### config.mk
export PLATFORM = sky130hd
export DESIGN_NAME = pc_fetch_ctrl
export DESIGN_NICKNAME = d
export VERILOG_FILES = /design/src/rtl/pc_fetch_ctrl_pkg.sv /design/src/rtl/pc_fetch_ctrl_pc_next_sel.sv /design/src/rtl/pc_fetch_ctrl.sv
export SDC_FILE = /design/constraint.sdc
export NUM_CORES = 1
export LEC_CHECK = 0
export ABC_AREA = 1
export BUFFER_PORTS_ARGS = -buffer_cell sky130_fd_sc_hd__buf_2
export CORE_MARGIN = 2
export CORE_UTILIZATION = 50
export DETAILED_ROUTE_END_ITERATION = 8
export PLACE_DENSITY = 0.78
export SLEW_MARGIN = 40
export SYNTH_ARGS = -nofsm -noshare
export SYNTH_HDL_FRONTEND = slang
export SYNTH_HIERARCHICAL = 1
export SYNTH_SLANG_ARGS = --single-unit
### constraint.sdc
create_clock -name clk -period 1.65 [get_ports clk]
set_input_delay 0.495 -clock clk [delete_from_list [all_inputs] [get_ports clk]]
set_output_delay 0.495 -clock clk [all_outputs]
set_load 0.1 [all_outputs]
### src/rtl/pc_fetch_ctrl_pkg.sv
// Shared constants and types for the fetch PC controller: branch flag encoding,
// reset/exception vectors, default step, FSM state and next-pc source encodings.
package pc_fetch_ctrl_pkg;

   localparam logic BRANCH     = 1'b1;
   localparam logic NOT_BRANCH = 1'b0;

   localparam logic [31:0] DEFAULT_RESET_VEC = 32'hBFC0_0000;
   localparam logic [31:0] EXC_VEC_BOOT      = 32'hBFC0_0380;
   localparam logic [31:0] EXC_VEC_NORMAL    = 32'h8000_0180;
   localparam int unsigned DEFAULT_STEP      = 4;

   // run and pend_valid are folded into one state: RESET means run=0,
   // PENDING means a branch target is being held for the next advance.
   typedef enum logic [1:0] {
      ST_RESET   = 2'd0,
      ST_FETCH   = 2'd1,
      ST_PENDING = 2'd2
   } fetch_state_e;

   typedef enum logic [2:0] {
      SEL_HOLD   = 3'd0,
      SEL_FLUSH  = 3'd1,
      SEL_PEND   = 3'd2,
      SEL_BRANCH = 3'd3,
      SEL_STEP   = 3'd4
   } next_sel_e;

   function automatic logic is_misaligned(input logic [1:0] lsb);
      return |lsb;
   endfunction

endpackage

### src/rtl/pc_fetch_ctrl_pc_next_sel.sv
// Combinational next-pc priority mux: flush, held branch, live branch, step, hold.
// Also produces the pending-branch load/clear controls.
module pc_next_sel
   import pc_fetch_ctrl_pkg::*;
#(
   parameter int unsigned ADDR_W = 32,
   parameter int unsigned STEP   = DEFAULT_STEP
) (
   input  logic              flush,
   input  logic [ADDR_W-1:0] flush_addr,
   input  logic              adv,
   input  logic              pend_valid,
   input  logic [ADDR_W-1:0] pend_addr,
   input  logic              branch_flag,
   input  logic [ADDR_W-1:0] branch_addr,
   input  logic [ADDR_W-1:0] pc,
   output logic [ADDR_W-1:0] next_pc,
   output logic              pc_update,
   output logic              pend_load,
   output logic              pend_clr,
   output next_sel_e         sel
);

   logic branch_taken;

   assign branch_taken = (branch_flag == BRANCH);

   // A branch that cannot be taken now is captured only when nothing is
   // already held; later branches are dropped until the held one is used.
   always_comb begin
      sel       = SEL_HOLD;
      next_pc   = pc;
      pc_update = 1'b0;
      pend_load = 1'b0;
      pend_clr  = 1'b0;
      if (flush) begin
         sel       = SEL_FLUSH;
         next_pc   = flush_addr;
         pc_update = 1'b1;
         pend_clr  = 1'b1;
      end else if (adv && pend_valid) begin
         sel       = SEL_PEND;
         next_pc   = pend_addr;
         pc_update = 1'b1;
         pend_clr  = 1'b1;
      end else if (adv && branch_taken) begin
         sel       = SEL_BRANCH;
         next_pc   = branch_addr;
         pc_update = 1'b1;
      end else if (adv) begin
         sel       = SEL_STEP;
         next_pc   = pc + ADDR_W'(STEP);
         pc_update = 1'b1;
      end else if (branch_taken && !pend_valid) begin
         pend_load = 1'b1;
      end
   end

endmodule

### src/rtl/pc_fetch_ctrl.sv
// Fetch program-counter controller with imem request/ack handshake, stall,
// held branch redirect and flush. Optional alignment check: PC_ALIGN_CHECK_EN.
module pc_fetch_ctrl
   import pc_fetch_ctrl_pkg::*;
#(
   parameter int unsigned ADDR_W    = 32,
   parameter logic [31:0] RESET_VEC = DEFAULT_RESET_VEC,
   parameter int unsigned STEP      = DEFAULT_STEP
) (
   input  logic              clk,
   input  logic              rst,
   input  logic              stall,
   input  logic              branch_flag,
   input  logic [ADDR_W-1:0] branch_addr,
   input  logic              flush,
   input  logic [ADDR_W-1:0] flush_addr,
   input  logic              if_ack,
   output logic [ADDR_W-1:0] pc,
   output logic              if_req,
   output logic              addr_err
);

   localparam logic [ADDR_W-1:0] RESET_PC = ADDR_W'(RESET_VEC);

   fetch_state_e      state;
   logic              run;
   logic              pend_valid;
   logic [ADDR_W-1:0] pend_addr;
   logic              adv;
   logic [ADDR_W-1:0] next_pc;
   logic              pc_update;
   logic              pend_load;
   logic              pend_clr;
   next_sel_e         sel;

   assign run        = (state != ST_RESET);
   assign pend_valid = (state == ST_PENDING);
   assign if_req     = run & ~stall & ~addr_err;
   assign adv        = if_req & if_ack;

   pc_next_sel #(
      .ADDR_W (ADDR_W),
      .STEP   (STEP)
   ) u_next_sel (
      .flush       (flush),
      .flush_addr  (flush_addr),
      .adv         (adv),
      .pend_valid  (pend_valid),
      .pend_addr   (pend_addr),
      .branch_flag (branch_flag),
      .branch_addr (branch_addr),
      .pc          (pc),
      .next_pc     (next_pc),
      .pc_update   (pc_update),
      .pend_load   (pend_load),
      .pend_clr    (pend_clr),
      .sel         (sel)
   );

   // A flush always lands in FETCH, including straight out of RESET.
   always_ff @(posedge clk or negedge rst) begin
      if (!rst) begin
         state     <= ST_RESET;
         pc        <= RESET_PC;
         pend_addr <= '0;
      end else begin
         if (pc_update) begin
            pc <= next_pc;
         end
         if (pend_load) begin
            pend_addr <= branch_addr;
         end
         unique case (state)
            ST_RESET:   state <= pend_load ? ST_PENDING : ST_FETCH;
            ST_FETCH:   if (pend_load) state <= ST_PENDING;
            ST_PENDING: if (pend_clr) state <= ST_FETCH;
            default:    state <= ST_RESET;
         endcase
      end
   end

`ifdef PC_ALIGN_CHECK_EN
   logic addr_err_q;
   logic step_sel;

   assign step_sel = (sel != SEL_HOLD) && (sel != SEL_FLUSH);

   // Only a flush clears the error; while it is set if_req is low so pc holds.
   always_ff @(posedge clk or negedge rst) begin
      if (!rst) begin
         addr_err_q <= 1'b0;
      end else if (flush) begin
         addr_err_q <= 1'b0;
      end else if (step_sel && is_misaligned(next_pc[1:0])) begin
         addr_err_q <= 1'b1;
      end
   end

   assign addr_err = addr_err_q;
`else
   assign addr_err = 1'b0;
`endif

endmodule

# Yosys cells after proc, flatten, opt, wreduce, memory -nomap -nowiden

Cells that the tools add are included.

Input port bits: 70
Word-level logic and storage cells: 39
Register bits after elaboration: 66

Reduce and logical (&&, ||, !) cells: 9
Multiplexer cells: 19
Add/sub/neg operators: 1
Eq/ne operators: 4
Bitwise logic cells: 3

Operator list:

| cell                                                            | count |
|---|---|
| 32-bit two-way mux                                              | 4 |
| 32-bit by 3-bit adder with 32-bit output, second input constant | 1 |
| 1-bit two-way mux                                               | 11 |
| 2-bit two-way mux                                               | 3 |
| 2-bit one-hot mux with 3 select lines                           | 1 |
| 2-bit != test, second input constant                            | 2 |
| 2-bit AND reduction                                             | 2 |
| 4-bit nonzero test                                              | 1 |
| 1-bit logical AND                                               | 3 |
| 1-bit bitwise AND                                               | 2 |
| 2-bit by 1-bit == test with 1-bit output, second input constant | 1 |
| 2-bit == test, second input constant                            | 1 |
| 2-bit zero test                                                 | 1 |
| 2-bit nonzero test                                              | 1 |
| 1-bit zero test                                                 | 1 |
| 1-bit inverter                                                  | 1 |

# Logic depth before layout (Yosys ltp)

Word-level depth: 10
Depth in mapped cells: 16
Gate-level depth less buffers: 15

# Hierarchy

Netlist, hierarchy kept.

Modules (own cells, without submodules):

| module        | area an instance (µm²) | cells each | times used | sequential area each (µm²) |
|---|---|---|---|---|
| pc_fetch_ctrl | 2,656.3                | 287        | 1          | 1,662.8 |
| pc_next_sel   | 1,849.3                | 382        | 1          | 0.0 |

# Worst setup path after synthesis

Ideal clock, no wire load.

Kind: reg2reg
From: reg pc[3]
To: reg pc[14]
Setup slack: -693 ps
Stages on the path, launching flop included: 11
Library setup time: 126 ps
Period minus slack after synthesis: 2,343 ps
Arrival: 2,217 ps
Cells stage by stage: dfrtp_1 -> ha_1 -> nand3_2 -> nor2_4 -> nand3_1 -> a21oi_1 -> o21ai_1 -> nand2_1 -> nand3_1 -> nand2_1 -> o21ai_0

Word-level cells in the longest chain between the ends: 5

RTL lines:

| item                                     | RTL line                        | RTL |
|---|---|---|
| from (decl)                              | pc_fetch_ctrl.sv:18             | `output logic [ADDR_W-1:0] pc,` |
| from (signal assigned)                   | pc_fetch_ctrl.sv:68             | `pc <= next_pc;` |
| 32-bit by 3-bit adder with 32-bit output | pc_fetch_ctrl_pc_next_sel.sv:52 | `next_pc = pc + ADDR_W'(STEP);` |
| 32-bit two-way mux                       | pc_fetch_ctrl_pc_next_sel.sv:50 | `end else if (adv) begin` |
| 32-bit two-way mux                       | pc_fetch_ctrl_pc_next_sel.sv:46 | `end else if (adv && branch_taken) begin` |
| 32-bit two-way mux                       | pc_fetch_ctrl_pc_next_sel.sv:41 | `end else if (adv && pend_valid) begin` |
| 32-bit two-way mux                       | pc_fetch_ctrl_pc_next_sel.sv:36 | `if (flush) begin` |
| named net next_pc[14]                    | pc_fetch_ctrl.sv:30             | `logic [ADDR_W-1:0] next_pc;` |

The timed path passes the listed nets, and every way through them passes these cells. The select of a mux whose other input is x is not followed.
A chain may end at the register's enable or synchronous reset.

# Worst setup path in the final report

From: reg state[1]
To: reg pc[24]

Elaborated cells between the ends (all ways): 15
Those cells by class: 1 x eq/ne; 7 x mux; 2 x bitwise; 5 x reduce/logical

RTL lines:

| item                   | RTL line                        | RTL |
|---|---|---|
| from (decl)            | pc_fetch_ctrl.sv:25             | `fetch_state_e state;` |
| from (signal assigned) | pc_fetch_ctrl.sv:74             | `ST_RESET: state <= pend_load ? ST_PENDING : ST_FETCH;` |
| 2-bit nonzero test (*) | pc_fetch_ctrl.sv:36             | `assign run = (state != ST_RESET);` |
| 1-bit bitwise AND (*)  | pc_fetch_ctrl.sv:38             | `assign if_req = run & ~stall & ~addr_err;` |
| 1-bit bitwise AND (*)  | pc_fetch_ctrl.sv:39             | `assign adv = if_req & if_ack;` |
| named net adv          | pc_fetch_ctrl.sv:29             | `logic adv;` |
| 1-bit logical AND      | pc_fetch_ctrl_pc_next_sel.sv:46 |  |
| 32-bit two-way mux     | pc_fetch_ctrl_pc_next_sel.sv:46 |  |
| 32-bit two-way mux (*) | pc_fetch_ctrl_pc_next_sel.sv:41 |  |
| 32-bit two-way mux (*) | pc_fetch_ctrl_pc_next_sel.sv:36 |  |
| named net next_pc[24]  | pc_fetch_ctrl.sv:30             |  |

The timed path passes the listed nets; every way through them passes the cells marked *.

==> results.sh <==
export IMPL_crit_fanout=5
export IMPL_holdWs_ns=0.127
export IMPL_htreeDepth=3
export IMPL_rsz0062_at_grt="yes"
export IMPL_crit_buf_inv=1
export IMPL_die_area_um2=9760
export IMPL_grt_max_degree=67
export IMPL_cp_data_arrival_time_ns=2.43
export IMPL_drtPass1Iterations=6
export IMPL_grt_pass1_wl_mm=29.1
export IMPL_finalHoldViolations=0
export IMPL_initial_core_util_pct=51.5
export IMPL_p_leak_uw=0.00362
export IMPL_cts_root_buffer="clkbuf_8"
export IMPL_setup_viol=86
export IMPL_violations="negative setup slack"
export IMPL_drt_iter0_markers=732
export IMPL_postRouteAntennaNets=0
export IMPL_final_cell_mix="nand2_1, inv_1, buf_4"
export IMPL_io_buffers=102
export IMPL_fin_crit_sh_pct=130
export IMPL_syn_avg_cell_area_um2=6.74
export IMPL_synthCells=666
export IMPL_die_h_um=98.8
export IMPL_multi_input_area_um2=2850
export IMPL_n_fill_cell=368
export IMPL_synthesis_nets=737
export IMPL_status="finished with violations"
export IMPL_gp_congestion=1.00
export IMPL_crit_path_end_kind="register"
export IMPL_die_w_um=98.8
export IMPL_rows=34
export IMPL_cts_sinks=66
export IMPL_path_class="register to register"
export IMPL_dpl_cell_area_um2=6240
export IMPL_yosysWarnings=6
export IMPL_cap_violations=0
export IMPL_syn_to_final_growth_pct=71.1
export IMPL_antenna_found_initial=0
export IMPL_worstSetupStartpointType="register"
export IMPL_grt_ovfl_total=0
export IMPL_core_um2=8720
export IMPL_clk_pin_slew_ns=0.09
export IMPL_path_cells="nor2_4 > nor3_4 > buf_6 > nand3_4 > nor2_4 > nand3_4 > nor2_1 > nand3_1 > nand3_1 > a21oi_1 > nand2_1 > o21ai_0"
export IMPL_drive_gt1_share_pct=46.1
export IMPL_vias=6147
export IMPL_pin_count=104
export IMPL_power_density_nw_per_um2=1020
export IMPL_worst_clock_skew_ns=0.0137
export IMPL_area_sequential_um2=1770
export IMPL_routed_wl_mm=21.4
export IMPL_cpPeakStageDelay_ns=0.44
export IMPL_cts_tree="built"
export IMPL_clk_latency_ns=0.37
export IMPL_post_drt_via_cell_ratio=6.20
export IMPL_final_cells=991
export IMPL_drt_drc_violations_left=0
export IMPL_required_ns=1.94
export IMPL_final_common_cell="nand2_1"
export IMPL_cts_buffers=9
export IMPL_diodes=0
export IMPL_grt_pass1_vias=5820
export IMPL_place_inst=915
export IMPL_peakVddDrop_mv=1.00
export IMPL_fin_area_um2=7680
export IMPL_cts_buffer_depth=2
export IMPL_dp_hpwl_mm=11.3
export IMPL_cpMaxStageDelayCell="dfrtp_1"
export IMPL_fin_nets=949
export IMPL_path_delay_family="simple AND/OR/NAND/NOR gates"
export IMPL_hold_path_class="primary input to async pin"
export IMPL_max_freq_mhz=466
export IMPL_grtUsageTotal_pct=38.0
export IMPL_netlist_area_um2=4490
export IMPL_dp_worst_setup_slack_ns=-0.541
export IMPL_routedWlPerCell_um=21.6
export IMPL_setup_ws_ns=-0.496
export IMPL_slew_violations=0
export IMPL_min_period_ns=2.15
-- final timing paths --
check                                start             to  slack, ns  cells past startpoint
max                               state[1]         pc[24]      -0.50                     12
min                                    rst  pend_addr[31]       0.13                      2
max reg2reg                       state[1]         pc[24]      -0.50                     12
min reg2reg                  pend_addr[21]  pend_addr[21]       0.52                      2
max in group asynchronous              rst         pc[10]       1.16                      2
min in group clk           branch_addr[22]  pend_addr[22]       0.38                      3
-- routing by layer --
metal | track usage (%) | share of wire, %
met5 | 0 | 0
met4 | 17.6 | 7.2
met3 | 10.1 | 11
met2 | 62.8 | 48
met1 | 46.4 | 34
-- worst register-to-register path: cells and delay by family, from the launching register on --
family	cells	cell delay [ns]
buffers and inverters	1	0.20
AO/OA/AOI/OAI	2	0.16
flip-flops	1	0.44
AND/OR/NAND/NOR	9	1.25
-- per-stage QoR --
stage | total power (µW) | util [%] | setup TNS, ns
2_1_floorplan | 4100 | - | -0.815
3_3_place_gp | 5220 | 71.5 | -23.66
3_5_place_dp | 5300 | 71.5 | -26.11
4_1_cts | 7360 | 83.6 | -12.31
5_1_grt | 8050 | 88.1 | -27.55
6_report | 7820 | 88.1 | -25.18
-- report_power, final --
group	total, µW	leakage (µW)	internal, µW	switching [µW]
clock network	1730	0.000122	956	778
logic	3710	0.00273	1430	2280
registers	2380	0.000772	2000	371
total	7820	0.00362	4390	3430
-- flip-flops by register name, indices dropped and copies added, names as in the netlist --
signal     flops
pc            32
pend_addr     32
state          2
-- timing repair --
action	4_1_cts	5_1_grt
endpoints found under the hold margin	0	0
buffers inserted	39	20
setup endpoints to repair	88	86
resized for setup	103	92
cloned	7	1
pin swaps	28	32
hold buffers	0	0
-- final cells by class --
class                   count  area share [%]
clock buffers              10            1.94
clock inverters             6            1.24
inverters                 104            5.34
multi-input cells         464            37.0
flip-flops and latches     66            23.0
well taps                 108            1.76
repair buffers            233            29.7
Power figures use the tool's default switching activity.
